$ cat src/rtl/bscan_arb_pkg.sv
// Shared types and constants for the BSCAN channel arbiter.
// Latency: n/a (declarations only).
// Backpressure: n/a.
package bscan_arb_pkg;

    // Width of the saturating statistics counters.
    localparam int CNTW = 16;

    // Default channel configuration used by the header struct.
    localparam int DEF_WIDTH = 32;
    localparam int DEF_NCHAN = 4;

    // ceil(log2(n)) for n in 2..16; the tag width needed to name n channels.
    function automatic int tag_width(input int n);
        int w;
        w = 0;
        for (int i = 0; i < 16; i++) begin
            if ((1 << i) < n) w = i + 1;
        end
        return w;
    endfunction

    localparam int DEF_TAGW = tag_width(DEF_NCHAN);

    // One BSCAN word: channel tag in the top bits, payload below.
    typedef struct packed {
        logic [DEF_TAGW-1:0]           tag;
        logic [DEF_WIDTH-DEF_TAGW-1:0] payload;
    } hdr_t;

endpackage

$ cat src/rtl/bscan_rr_pick.sv
// Round-robin picker: first set request at or after ptr_i, wrapping modulo NCHAN.
// Latency: purely combinational.
// Backpressure: none; the caller decides whether the grant is consumed.
module bscan_rr_pick #(
    parameter int NCHAN = 4,
    parameter int IW    = 2
) (
    input  logic [NCHAN-1:0] req_i,
    input  logic [IW-1:0]    ptr_i,
    output logic [NCHAN-1:0] gnt_o,
    output logic [IW-1:0]    idx_o,
    output logic             any_o
);

    // Scan NCHAN positions starting at the pointer; the first hit wins.
    always_comb begin
        logic found;
        int   j;
        found = 1'b0;
        j     = 0;
        gnt_o = '0;
        idx_o = '0;
        any_o = |req_i;
        for (int k = 0; k < NCHAN; k++) begin
            j = int'(ptr_i) + k;
            if (j >= NCHAN) j = j - NCHAN;
            if (!found && req_i[j]) begin
                found    = 1'b1;
                gnt_o[j] = 1'b1;
                idx_o    = IW'(j);
            end
        end
    end

endmodule

$ cat src/rtl/bscan_chan_arbiter.sv
// Shares one BSCAN word channel among NCHAN requesters (tag+payload up, tag-routed down).
// Latency: req enq -> to_enq 2 cycles; from_enq -> rsp 1 cycle; optional stats via BSCAN_CHAN_ARBITER_STATS_EN.
// Backpressure: 1-entry slot per channel and 1-entry out/in registers; RDY never depends on ENA.
module bscan_chan_arbiter
    import bscan_arb_pkg::*;
#(
    parameter int NCHAN = 4,
    parameter int WIDTH = 32,
    parameter int TAGW  = tag_width(NCHAN),
    localparam int PW   = WIDTH - TAGW
) (
    input  logic                CLK,
    input  logic                nRST,
    input  logic [NCHAN-1:0]    req_enq__ENA,
    input  logic [NCHAN*PW-1:0] req_enq_v,
    output logic [NCHAN-1:0]    req_enq__RDY,
    output logic                to_enq__ENA,
    output logic [WIDTH-1:0]    to_enq_v,
    input  logic                to_enq__RDY,
    input  logic                from_enq__ENA,
    input  logic [WIDTH-1:0]    from_enq_v,
    output logic                from_enq__RDY,
    output logic [NCHAN-1:0]    rsp_enq__ENA,
    output logic [PW-1:0]       rsp_enq_v,
    input  logic [NCHAN-1:0]    rsp_enq__RDY
`ifdef BSCAN_CHAN_ARBITER_STATS_EN
    ,
    input  logic                stat_clr,
    output logic [CNTW-1:0]     stat_sent,
    output logic [CNTW-1:0]     stat_drop
`endif
);

    // ---------------- host-bound path ----------------
    logic [NCHAN-1:0] slot_full_q, slot_full_d;
    logic [PW-1:0]    slot_dat_q [NCHAN];
    logic             out_full_q, out_full_d;
    logic [WIDTH-1:0] out_word_q, out_word_d;
    logic [TAGW-1:0]  rr_ptr_q, rr_ptr_d;

    logic [NCHAN-1:0] pick_gnt;
    logic [TAGW-1:0]  pick_idx;
    logic             pick_any;
    logic             load;

    bscan_rr_pick #(
        .NCHAN (NCHAN),
        .IW    (TAGW)
    ) u_pick (
        .req_i (slot_full_q),
        .ptr_i (rr_ptr_q),
        .gnt_o (pick_gnt),
        .idx_o (pick_idx),
        .any_o (pick_any)
    );

    assign req_enq__RDY = ~slot_full_q;
    assign to_enq__ENA  = out_full_q & to_enq__RDY;
    assign to_enq_v     = out_word_q;

    // Refill the output register whenever it is empty or draining this cycle.
    assign load = pick_any & (~out_full_q | to_enq__ENA);

    // Next state for slot flags, output register and round-robin pointer.
    always_comb begin
        // ENA only arrives on an empty slot and load only clears a full one, so they never collide.
        slot_full_d = slot_full_q | req_enq__ENA;
        out_full_d  = out_full_q;
        out_word_d  = out_word_q;
        rr_ptr_d    = rr_ptr_q;
        if (load) begin
            slot_full_d = slot_full_d & ~pick_gnt;
            out_full_d  = 1'b1;
            out_word_d  = {pick_idx, slot_dat_q[pick_idx]};
            rr_ptr_d    = (pick_idx == TAGW'(NCHAN - 1)) ? '0 : pick_idx + 1'b1;
        end else if (to_enq__ENA) begin
            out_full_d = 1'b0;
        end
    end

    // Control state for the host-bound path; reset discards any held words.
    always_ff @(posedge CLK or negedge nRST) begin
        if (!nRST) begin
            slot_full_q <= '0;
            out_full_q  <= 1'b0;
            rr_ptr_q    <= '0;
        end else begin
            slot_full_q <= slot_full_d;
            out_full_q  <= out_full_d;
            rr_ptr_q    <= rr_ptr_d;
        end
    end

    // Payload storage; contents are only meaningful while the matching full flag is set.
    always_ff @(posedge CLK) begin
        for (int i = 0; i < NCHAN; i++) begin
            if (req_enq__ENA[i]) slot_dat_q[i] <= req_enq_v[i*PW +: PW];
        end
        out_word_q <= out_word_d;
    end

    // ---------------- device-bound path ----------------
    logic             in_full_q, in_full_d;
    logic [WIDTH-1:0] in_word_q;
    logic [TAGW-1:0]  in_tag;
    logic             tag_ok;
    logic             in_drop;

    assign in_tag        = in_word_q[WIDTH-1 -: TAGW];
    assign from_enq__RDY = ~in_full_q;
    assign rsp_enq_v     = in_word_q[PW-1:0];

    // Only a non-power-of-two channel count leaves tags that name no channel.
    generate
        if (NCHAN == (1 << TAGW)) begin : g_tag_full
            assign tag_ok = 1'b1;
        end else begin : g_tag_part
            assign tag_ok = (int'(in_tag) < NCHAN);
        end
    endgenerate

    assign in_drop = in_full_q & ~tag_ok;

    // Strobe the one sink named by the tag, when that sink is ready.
    always_comb begin
        rsp_enq__ENA = '0;
        for (int i = 0; i < NCHAN; i++) begin
            rsp_enq__ENA[i] = in_full_q && (in_tag == TAGW'(i)) && rsp_enq__RDY[i];
        end
    end

    // Inbound register empties on delivery or on drop of an unroutable word.
    always_comb begin
        in_full_d = in_full_q;
        if (from_enq__ENA) begin
            in_full_d = 1'b1;
        end else if ((|rsp_enq__ENA) || in_drop) begin
            in_full_d = 1'b0;
        end
    end

    // Inbound full flag.
    always_ff @(posedge CLK or negedge nRST) begin
        if (!nRST) in_full_q <= 1'b0;
        else       in_full_q <= in_full_d;
    end

    // Inbound word capture.
    always_ff @(posedge CLK) begin
        if (from_enq__ENA) in_word_q <= from_enq_v;
    end

`ifdef BSCAN_CHAN_ARBITER_STATS_EN
    // ---------------- statistics ----------------
    logic [CNTW-1:0] sent_q, drop_q;

    // Saturating counters; clear wins over a same-cycle increment.
    always_ff @(posedge CLK or negedge nRST) begin
        if (!nRST) begin
            sent_q <= '0;
            drop_q <= '0;
        end else if (stat_clr) begin
            sent_q <= '0;
            drop_q <= '0;
        end else begin
            if (to_enq__ENA && (sent_q != '1)) sent_q <= sent_q + 1'b1;
            if (in_drop && (drop_q != '1))     drop_q <= drop_q + 1'b1;
        end
    end

    assign stat_sent = sent_q;
    assign stat_drop = drop_q;
`endif

endmodule

$ cat config.mk
export PLATFORM = sky130hd
export DESIGN_NAME = bscan_chan_arbiter
export DESIGN_NICKNAME = d
export VERILOG_FILES = /design/src/rtl/bscan_arb_pkg.sv /design/src/rtl/bscan_rr_pick.sv /design/src/rtl/bscan_chan_arbiter.sv
export SDC_FILE = /design/constraint.sdc
export NUM_CORES = 1
export LEC_CHECK = 0
export ABC_AREA = 1
export CELL_PAD_IN_SITES_DETAIL_PLACEMENT = 0
export CELL_PAD_IN_SITES_GLOBAL_PLACEMENT = 2
export CORE_ASPECT_RATIO = 1.75
export CORE_UTILIZATION = 33
export DETAILED_ROUTE_END_ITERATION = 8
export PLACE_DENSITY_LB_ADDON = 0.1
export SLEW_MARGIN = 20
export SYNTH_ARGS = -nofsm -noshare
export SYNTH_HDL_FRONTEND = slang
export SYNTH_SLANG_ARGS = --single-unit
$ cat constraint.sdc
create_clock -name CLK -period 6.79 [get_ports CLK]
set_input_delay 0.679 -clock CLK [delete_from_list [all_inputs] [get_ports CLK]]
set_output_delay 0.679 -clock CLK [all_outputs]
set_load 0.02 [all_outputs]
---- Word-level counts from Yosys, hierarchy flattened ----
Memory sizes are Yosys's and may differ from the RTL's. A register that Yosys moved wholly into a read port is not among the register bits.
Cells that the tools add are included.
storage, ports and cells
  output and inout port bits .............. 72
  input port bits ......................... 164
  logic and storage cells ................. 115
  memories kept ........................... 1
  register bits ........................... 72
  memory bits (writable) .................. 120
operators by class
  bitwise logic cells ..................... 12
  $add $sub $neg .......................... 8
  $lt $le $gt $ge ......................... 12
  mux-type cells .......................... 49
  equal/unequal tests ..................... 4
  reductions and logical operators ........ 23
memories
  memory      words  bits a word  rd ports  clocked after memory_dff  wr ports  RTL line                  source
  slot_dat_q  4      30           1         1                         4         bscan_chan_arbiter.sv:36  logic [PW-1:0] slot_dat_q [NCHAN];
operator list
  kind                                                          number
  >= comparator 32 x 1 -> 1 bit (second input constant)         4
  less-than comparator 32 x 4 -> 1 bit (second input constant)  4
  two-way mux 32 bit                                            4
  >= comparator 32 x 4 -> 1 bit (second input constant)         3
  subtractor 32 x 4 -> 32 bit (second input constant)           3
  two-way mux 1 bit                                             27
  two-way mux 4 bit                                             5
  bitwise OR 4 bit                                              4
  logical AND 1 bit                                             15
  two-way mux 2 bit                                             5
  binary-select mux 1 bit (select 2 bit)                        4
  demux 1 bit (select 2 bit)                                    4
  NOT 4 bit                                                     2
  OR reduction 4 bit                                            2
  adder 2 x 2 -> 3 bit (second input constant)                  2
  equality test 2 bit (second input constant)                   3
  bitwise AND 4 bit                                             1
  nonzero test 2 bit                                            2
  subtractor 2 x 3 -> 4 bit (second input constant)             1
  adder 2 x 1 -> 3 bit (second input constant)                  1
  >= comparator 2 x 3 -> 1 bit (second input constant)          1
  logical NOT 1 bit                                             3
  adder 2 x 1 -> 2 bit (second input constant)                  1
  bitwise AND 1 bit                                             2
  other kinds (4)                                               5

---- Logic depth before layout (Yosys ltp) ----
Gate-level depths: netlist of run 1.
  depth after elaboration ................. 18
  gate-level depth with buffers ........... 15
  gate-level depth less buffers ........... 13

---- By module ----
Synthesis of run 1 repeated with hierarchy kept, for this count alone.
unflattened totals
  cell total of the unflattened synthesis .. 528
  area total of the unflattened synthesis .. 7584.8 um^2
by module, submodules not included
  module              cells an instance  instances  area each (um^2)  sequential area each (um^2)
  bscan_chan_arbiter  442                1          7064.3            5725.5
  bscan_rr_pick       86                 1          520.5             0.0

---- Worst setup path after synthesis of run 1 ----
OpenSTA, ideal clock, no wires.
  path type ............................... input -> register
  start ................................... input to_enq__RDY
  end ..................................... register rr_ptr_q[1]
  stages .................................. 6
  data arrival time ....................... 3123 ps
  path slack .............................. 3590 ps
  data required time ...................... 6713 ps
  cells stage by stage .................... nand2_1 -> a21oi_1 -> inv_1 -> nor2_1 -> nand2_1 -> nand3_1
on the way
  longest elaborated chain between the ends .. 3
ends and longest elaborated chain
  what                  RTL line                  source
  start, declared       bscan_chan_arbiter.sv:19  input logic to_enq__RDY,
  bitwise AND 1 bit     bscan_chan_arbiter.sv:58  assign to_enq__ENA = out_full_q & to_enq__RDY;
  bitwise OR 1 bit      bscan_chan_arbiter.sv:62  assign load = pick_any & (~out_full_q | to_enq__ENA);
  bitwise AND 1 bit     bscan_chan_arbiter.sv:62
  via load              bscan_chan_arbiter.sv:44  logic load;
  end signal, assigned  bscan_chan_arbiter.sv:90  rr_ptr_q <= rr_ptr_d;
  end, declared         bscan_chan_arbiter.sv:39  logic [TAGW-1:0] rr_ptr_q, rr_ptr_d;
The timed path passes the listed nets, and every way through them passes these cells.
A chain may end at the register's enable or synchronous reset.

---- Worst setup path after layout of run 1 ----
  start ................................... register rr_ptr_q[0]
  end ..................................... register out_word_q[23] (netlist: to_enq_v[23]), read port of slot_dat_q, data pin
on the way
  longest elaborated chain between the ends .. 15
  elaborated cells between the ends (all ways) .. 40
  those cells by class .................... 7 x add/sub; 4 x order compare; 23 x mux; 6 x reduce/logical
ends and longest elaborated chain
  what                                                                                  RTL line                  source
  parallel branches: the longest is 14 deep, another holds subtractor 32 x 4 -> 32 bit  -
  two-way mux 2 bit (*)                                                                 bscan_rr_pick.sv:27       if (!found && req_i[j]) begin
  end, declared                                                                         bscan_chan_arbiter.sv:38  logic [WIDTH-1:0] out_word_q, out_word_d;
Mark *: on every way between the ends. The select of a mux whose other input is x is not followed.

==> results of run 1 <==
## cells by family after synthesis
kind of cell / Yosys count / synth area share, %
AOI/OAI and AO/OA: 15 / 0.966
and+or+nand+nor: 293 / 18.0
DFF: 192 / 70.1
buffers and inverters: 165 / 9.64
adders and majority gates: 8 / 1.23
## registers in the layout (all words and copies together), names as in the netlist
signal	count
slot_dat_q	120
in_word_q	32
to_enq_v	32
slot_full_q	4
rr_ptr_q	2
in_full_q	1
out_full_q	1
## metal layers
metal	wire length, um	global-route usage [%]	vias to the layer above
li1	-	-	2625
met1	7600	17.8	2564
met2	11500	32.9	207
met3	1150	4.03	20
met4	355	6.17	0
met5	0	0	-
## through the flow
stage          utilization (%)  instances
2_1_floorplan                -        673
3_3_place_gp              43.7       1164
3_5_place_dp              43.7       1164
4_1_cts                   46.1       1196
5_1_grt                   46.1       1196
6_report                  46.1       1196
## final timing paths
| kind | end | slack [ns] |
|---|---|---|
| max | to_enq_v[23]$_DFFE_PP_ | 3.38 |
| min | slot_full_q[3]$_DFF_PN0_ | 0.53 |
| max reg2reg | to_enq_v[23]$_DFFE_PP_ | 3.38 |
| min reg2reg | out_full_q$_DFFE_PN0P_ | 0.60 |
| max in group asynchronous | rr_ptr_q[1]$_DFFE_PN0P_ | 5.98 |
| min in group CLK | out_full_q$_DFFE_PN0P_ | 0.60 |
## worst max-delay path, cell delays in order, from the launching register on
cell and delay (ns):
dfrtp_1 0.67, inv_6 0.13, ha_1 0.40, inv_1 0.12, nand3_2 0.10, nand2_4 0.11, inv_2 0.07, nor2_8 0.11
nand2_1 0.10, nand2_4 0.52, nand2_8 0.44, nand2_1 0.24, nand3_1 0.10, nand2_1 0.10
## power groups by stage
stage | Clock (W) | Combinational, W | Sequential, W
floorplan | 0 | 0.00149 | 0.00184
detailed placement | 0 | 0.00227 | 0.00177
CTS | 0.00100 | 0.00228 | 0.00175
finish | 0.000967 | 0.00223 | 0.00174
global placement | 0 | 0.00223 | 0.00177
global route | 0.00105 | 0.00250 | 0.00176
## layout by cell type (no fill, tap or decap), drive strengths merged
master,count
dfrtp,8
clkdlybuf4s50,231
clkinv,4
edfxtp,184
a21oi,6
a21o,1
nor3b,1
nor2,18
nand4,4
inv,118
clkbuf,17
nand2,138
nor4,2
ha,8
clkinvlp,3
a31oi,1
buf,7
nand3b,30
o21ai,7
nand3,100
## final cells by class
cell class                 instances  area share, %
sequential                       192           51.5
timing repair buffer             238           21.2
multi-input combinational        316           15.0
clock buffer                      17           3.83
inverter                         110           3.76
tap                              308           3.47
clock inverter                    15           1.33
## cells in the mapped netlist, drive strengths merged
master,n,share of area (%)
a21oi,6,0.37
buf,53,4.4
a31oi,1,0.077
inv,110,5.1
a21o,1,0.092
nand3,100,6.3
clkbuf,2,0.092
nand2,138,7.1
nand3b,30,2.8
nor2,18,1.1
o21ai,7,0.43
ha,8,1.2
dfrtp,8,2.5
nor4,2,0.15
edfxtp,184,68
nor3b,1,0.092
nand4,4,0.57
==> metrics.txt, run 1 <==
status=finished clean; n_diodes=0; Clock transition at path regs=0.07 ns; Max Freq=293 MHz; Placed Area=10,500 um2; Longest Clk Path Bufs=2; Routed Wire Length=20.6 mm; Worst Hold Class=primary input to asynchronous set/reset pin; Die X=121 um; sw power=0.00205 W; critical path startpoint=rr_ptr_q[0]$_DFFE_PN0P_; FP Rows=75; Reg2Reg Depth=13; skew final=0.00983 ns; post-route ant nets=0; vias in the first global route=5,882; combinational share of power=45.2%; H-tree levels=4; Syn Inst Count=673; post-layout min period=3.41 ns; I/O pin cnt=236; post-CTS setup buffer count=0; # fillers=2,239; Syn Nets=845; RSZ-0062 raised after global routing=no; netlist area before placement=8160 um2; Fin Setup TNS=0 ns; share of cells above drive strength 1=6.98%; clock latency on the worst-skew pair=0.44 ns; VDD IR max=0.314 mV; Starting Density=33.9%; PwrDens=444 nW/um2; area grow syn2layout=36.2%; fin area=11,100 um2; GRT Overall Usage=17.2%; Lkg Pwr=4.50 nW; input/output buffers=235; critical path class=flip-flop to flip-flop; via count=5,416; endpoint class of the critical path=flip-flop; die area=25,400 um2; core area=24,100 um2; drt first pass iters=4; CP required=7.10 ns; Worst setup SP type=flip-flop; Reg power frac=35.2%; crit share post-route=50.2%; worst slew pin tran=0.888 ns; Wirelength per Cell=17.2 um; critical path peak fanout=64; initial antenna violation count=0; clock power share=19.6%; CTS tree=yes; NumNets Final=1,047; total chip power=0.00494 W; height of the chip=210 um; area of the multi-input gates=1660 um2; worst reg2reg startpoint=rr_ptr_q[0]$_DFFE_PN0P_; Internal=0.00289 W; post-CTS resize count=0; Root Buffer=clkbuf_16; Rel. slew slack=40.8%; Distinct cells, synth=31; arrival time worst endpoint=3.71 ns; post-DR vias/cell=4.53; # clock sinks=192; Max Cap Violations=0; final worst setup slack=3.38 ns; switching share of power=41.5%; GRT overflow=0; pre-CTS setup slack=3.31 ns; Worst Hold Slack=0.531 ns; Final GP Congestion=0.762; sequential area share after synthesis=70.1%; register area=5730 um2; Post-CTS Hold Fix Bufs=0; first-pass GRT wire length=31.9 mm; Pins Over Slew Limit=0; largest net degree at the start of global routing=65; Syn Area/Cell=12.1 um2; initial DRC count=208; Ys Warns=0; DP HPWL=14.4 mm; CTS Buf Count=17; FF+latch count, synth=192; Final Hold Fails=0; DR DRC count=0; Setup Viol. Count Final=0
(Power assumes the default switching activity.)
==> inputs of run 2 (changes only) <==
--- a/config.mk
+++ b/config.mk
@@ -9,7 +9,7 @@
 export CELL_PAD_IN_SITES_DETAIL_PLACEMENT = 0
 export CELL_PAD_IN_SITES_GLOBAL_PLACEMENT = 2
 export CORE_ASPECT_RATIO = 1.75
-export CORE_UTILIZATION = 33
+export CORE_UTILIZATION = 28
 export DETAILED_ROUTE_END_ITERATION = 8
 export PLACE_DENSITY_LB_ADDON = 0.1
 export SLEW_MARGIN = 20
==> constraint.sdc (replaced) <==
create_clock -name CLK -period 3.1 [get_ports CLK]
set_input_delay 0.31 -clock CLK [delete_from_list [all_inputs] [get_ports CLK]]
set_output_delay 0.31 -clock CLK [all_outputs]
set_load 0.02 [all_outputs]
==> run 2 against run 1 <==
Net effect:
- worst setup slack lost 3.0 ns
- non-clock buffer count grew 6
- global-route usage shrank 1.9 points
- clock skew shrank 0.0021 ns
- first-iteration DRC count grew 0.96%
- maximum frequency grew 26%
- utilization shrank 6.9 points
- sequential cell count is the same
==> metrics.txt, run 2 (synthesis results as in run 1) <==
Pins Over Slew Limit=0; Max Freq=368 MHz; clock power share=18.5%; commonest non-fill, non-tap cells in the layout=231 x clkdlybuf4s50_1, 184 x edfxtp_1, 127 x nand2_1; CP required=3.30 ns; Largest Register=slot_dat_q; critical path class=flip-flop to flip-flop; height of the chip=228 um; Worst Hold Class=primary input to asynchronous set/reset pin; I/O pin cnt=236; input/output buffers=235; Longest Clk Path Bufs=2; Die X=131 um; vias in the first global route=5,825; Internal=0.00642 W; fin area=11,200 um2; core area=28,600 um2; CTS Buf Count=17; Final GP Congestion=0.775; Wirelength per Cell=17.1 um; first-pass GRT wire length=32.6 mm; sw power=0.00447 W; post-DR vias/cell=4.29; GRT Overall Usage=15.3%; post-CTS setup buffer count=0; worst slew pin tran=0.943 ns; Final Hold Fails=0; Placed Area=10,700 um2; status=finished clean; Fin Setup TNS=0 ns; drt first pass iters=4; post-CTS resize count=0; clock latency on the worst-skew pair=0.46 ns; critical path peak fanout=64; skew final=0.00772 ns; crit share post-route=87.6%; Reg power frac=34.6%; switching share of power=41.0%; Starting Density=28.5%; # fillers=2,735; Routed Wire Length=21.7 mm; FP Rows=82; DR DRC count=0; arrival time worst endpoint=2.92 ns; Worst setup SP type=flip-flop; Max Cap Violations=0; Post-CTS Hold Fix Bufs=0; die area=29,900 um2; Root Buffer=clkbuf_16; Rel. slew slack=37.1%; post-route ant nets=0; PwrDens=970 nW/um2; initial antenna violation count=1; area grow syn2layout=37.5%; RSZ-0062 raised after global routing=no; Clock transition at path regs=0.07 ns; GRT overflow=0; H-tree levels=4; VDD IR max=0.535 mV; CTS tree=yes; endpoint class of the critical path=flip-flop; share of cells above drive strength 1=7.16%; DP HPWL=15.3 mm; initial DRC count=210; # clock sinks=192; n_diodes=0; max reg flops=120; post-layout min period=2.72 ns; Final Util=39.2%; combinational share of power=46.9%; via count=5,455; NumNets Final=1,053; Setup Viol. Count Final=0; commonest non-fill, non-tap cell in the layout=clkdlybuf4s50_1; largest net degree at the start of global routing=65; Lkg Pwr=4.51 nW
==> run 2: changes by cell type in the layout (fill, tap and decap cells not counted), sizes merged <==
cell and delta:
buf +6, clkinv +4, inv -6, clkbuf +1, clkinvlp +1
==> run 2: power by group through the flow <==
stage	Combinational (W)	Clock [W]	Sequential, W
5_1_grt	0.00572	0.00218	0.00381
3_3_place_gp	0.00520	0	0.00383
2_1_floorplan	0.00326	0	0.00404
6_report	0.00511	0.00201	0.00377
3_5_place_dp	0.00527	0	0.00382
4_1_cts	0.00529	0.00208	0.00378
==> run 2: final timing paths <==
check	slack [ns]	end	start	cells past startpoint
min in group CLK	0.40	slot_dat_q[3][29]$_DFFE_PP_	req_enq_v[119]	1
max	0.38	to_enq_v[14]$_DFFE_PP_	rr_ptr_q[1]$_DFFE_PN0P_	13
min	0.18	in_full_q$_DFFE_PN0P_	nRST	1
min reg2reg	0.60	out_full_q$_DFFE_PN0P_	out_full_q$_DFFE_PN0P_	2
max reg2reg	0.38	to_enq_v[14]$_DFFE_PP_	rr_ptr_q[1]$_DFFE_PN0P_	13
max in group asynchronous	2.60	slot_full_q[0]$_DFF_PN0_	nRST	1
==> run 2: area by class of cell <==
type                            count  area (um2)  share of cell area [%]
Sequential cell                   192        5730                    51.0
Timing Repair Buffer              244        2420                    21.6
Multi-Input combinational cell    316        1660                    14.8
Tap cell                          378         473                    4.21
Clock buffer                       18         429                    3.82
Inverter                          110         418                    3.72
Clock inverter                     14        91.3                   0.814
==> run 2: layer usage <==
layer | wire, um | vias to the layer above | global-route usage, % | part of all wire, %
met5 | 9 | - | 0 | 0.041
met4 | 639 | 2 | 7.58 | 2.9
met3 | 1610 | 36 | 4.34 | 7.4
met2 | 11500 | 228 | 27.4 | 53
met1 | 7930 | 2553 | 15.9 | 37
li1 | - | 2636 | - | -
==> run 2: critical path, cell delays in order, from the launching register on <==
cell and delay (ns):
dfrtp_1 0.49, inv_2 0.15, ha_1 0.39, inv_1 0.09, nand3_2 0.11, nand2_4 0.08, nor2_4 0.15, nand2_1 0.06
nand2_1 0.10, nand2_4 0.17, nand2_8 0.37, nand2_1 0.09, nand3_1 0.10, nand2_1 0.07
==> run 2: per-stage QoR <==
stage	total power [W]	instances	hold WS (ns)	setup WS, ns
finish	0.0109	1272	0.179	0.385
global placement	0.00902	1240	0.578	0.462
CTS	0.0112	1272	0.176	0.331
global route	0.0117	1272	0.200	0.118
detailed placement	0.00910	1240	0.589	0.355
floorplan	0.00730	673	0.0144	0.184
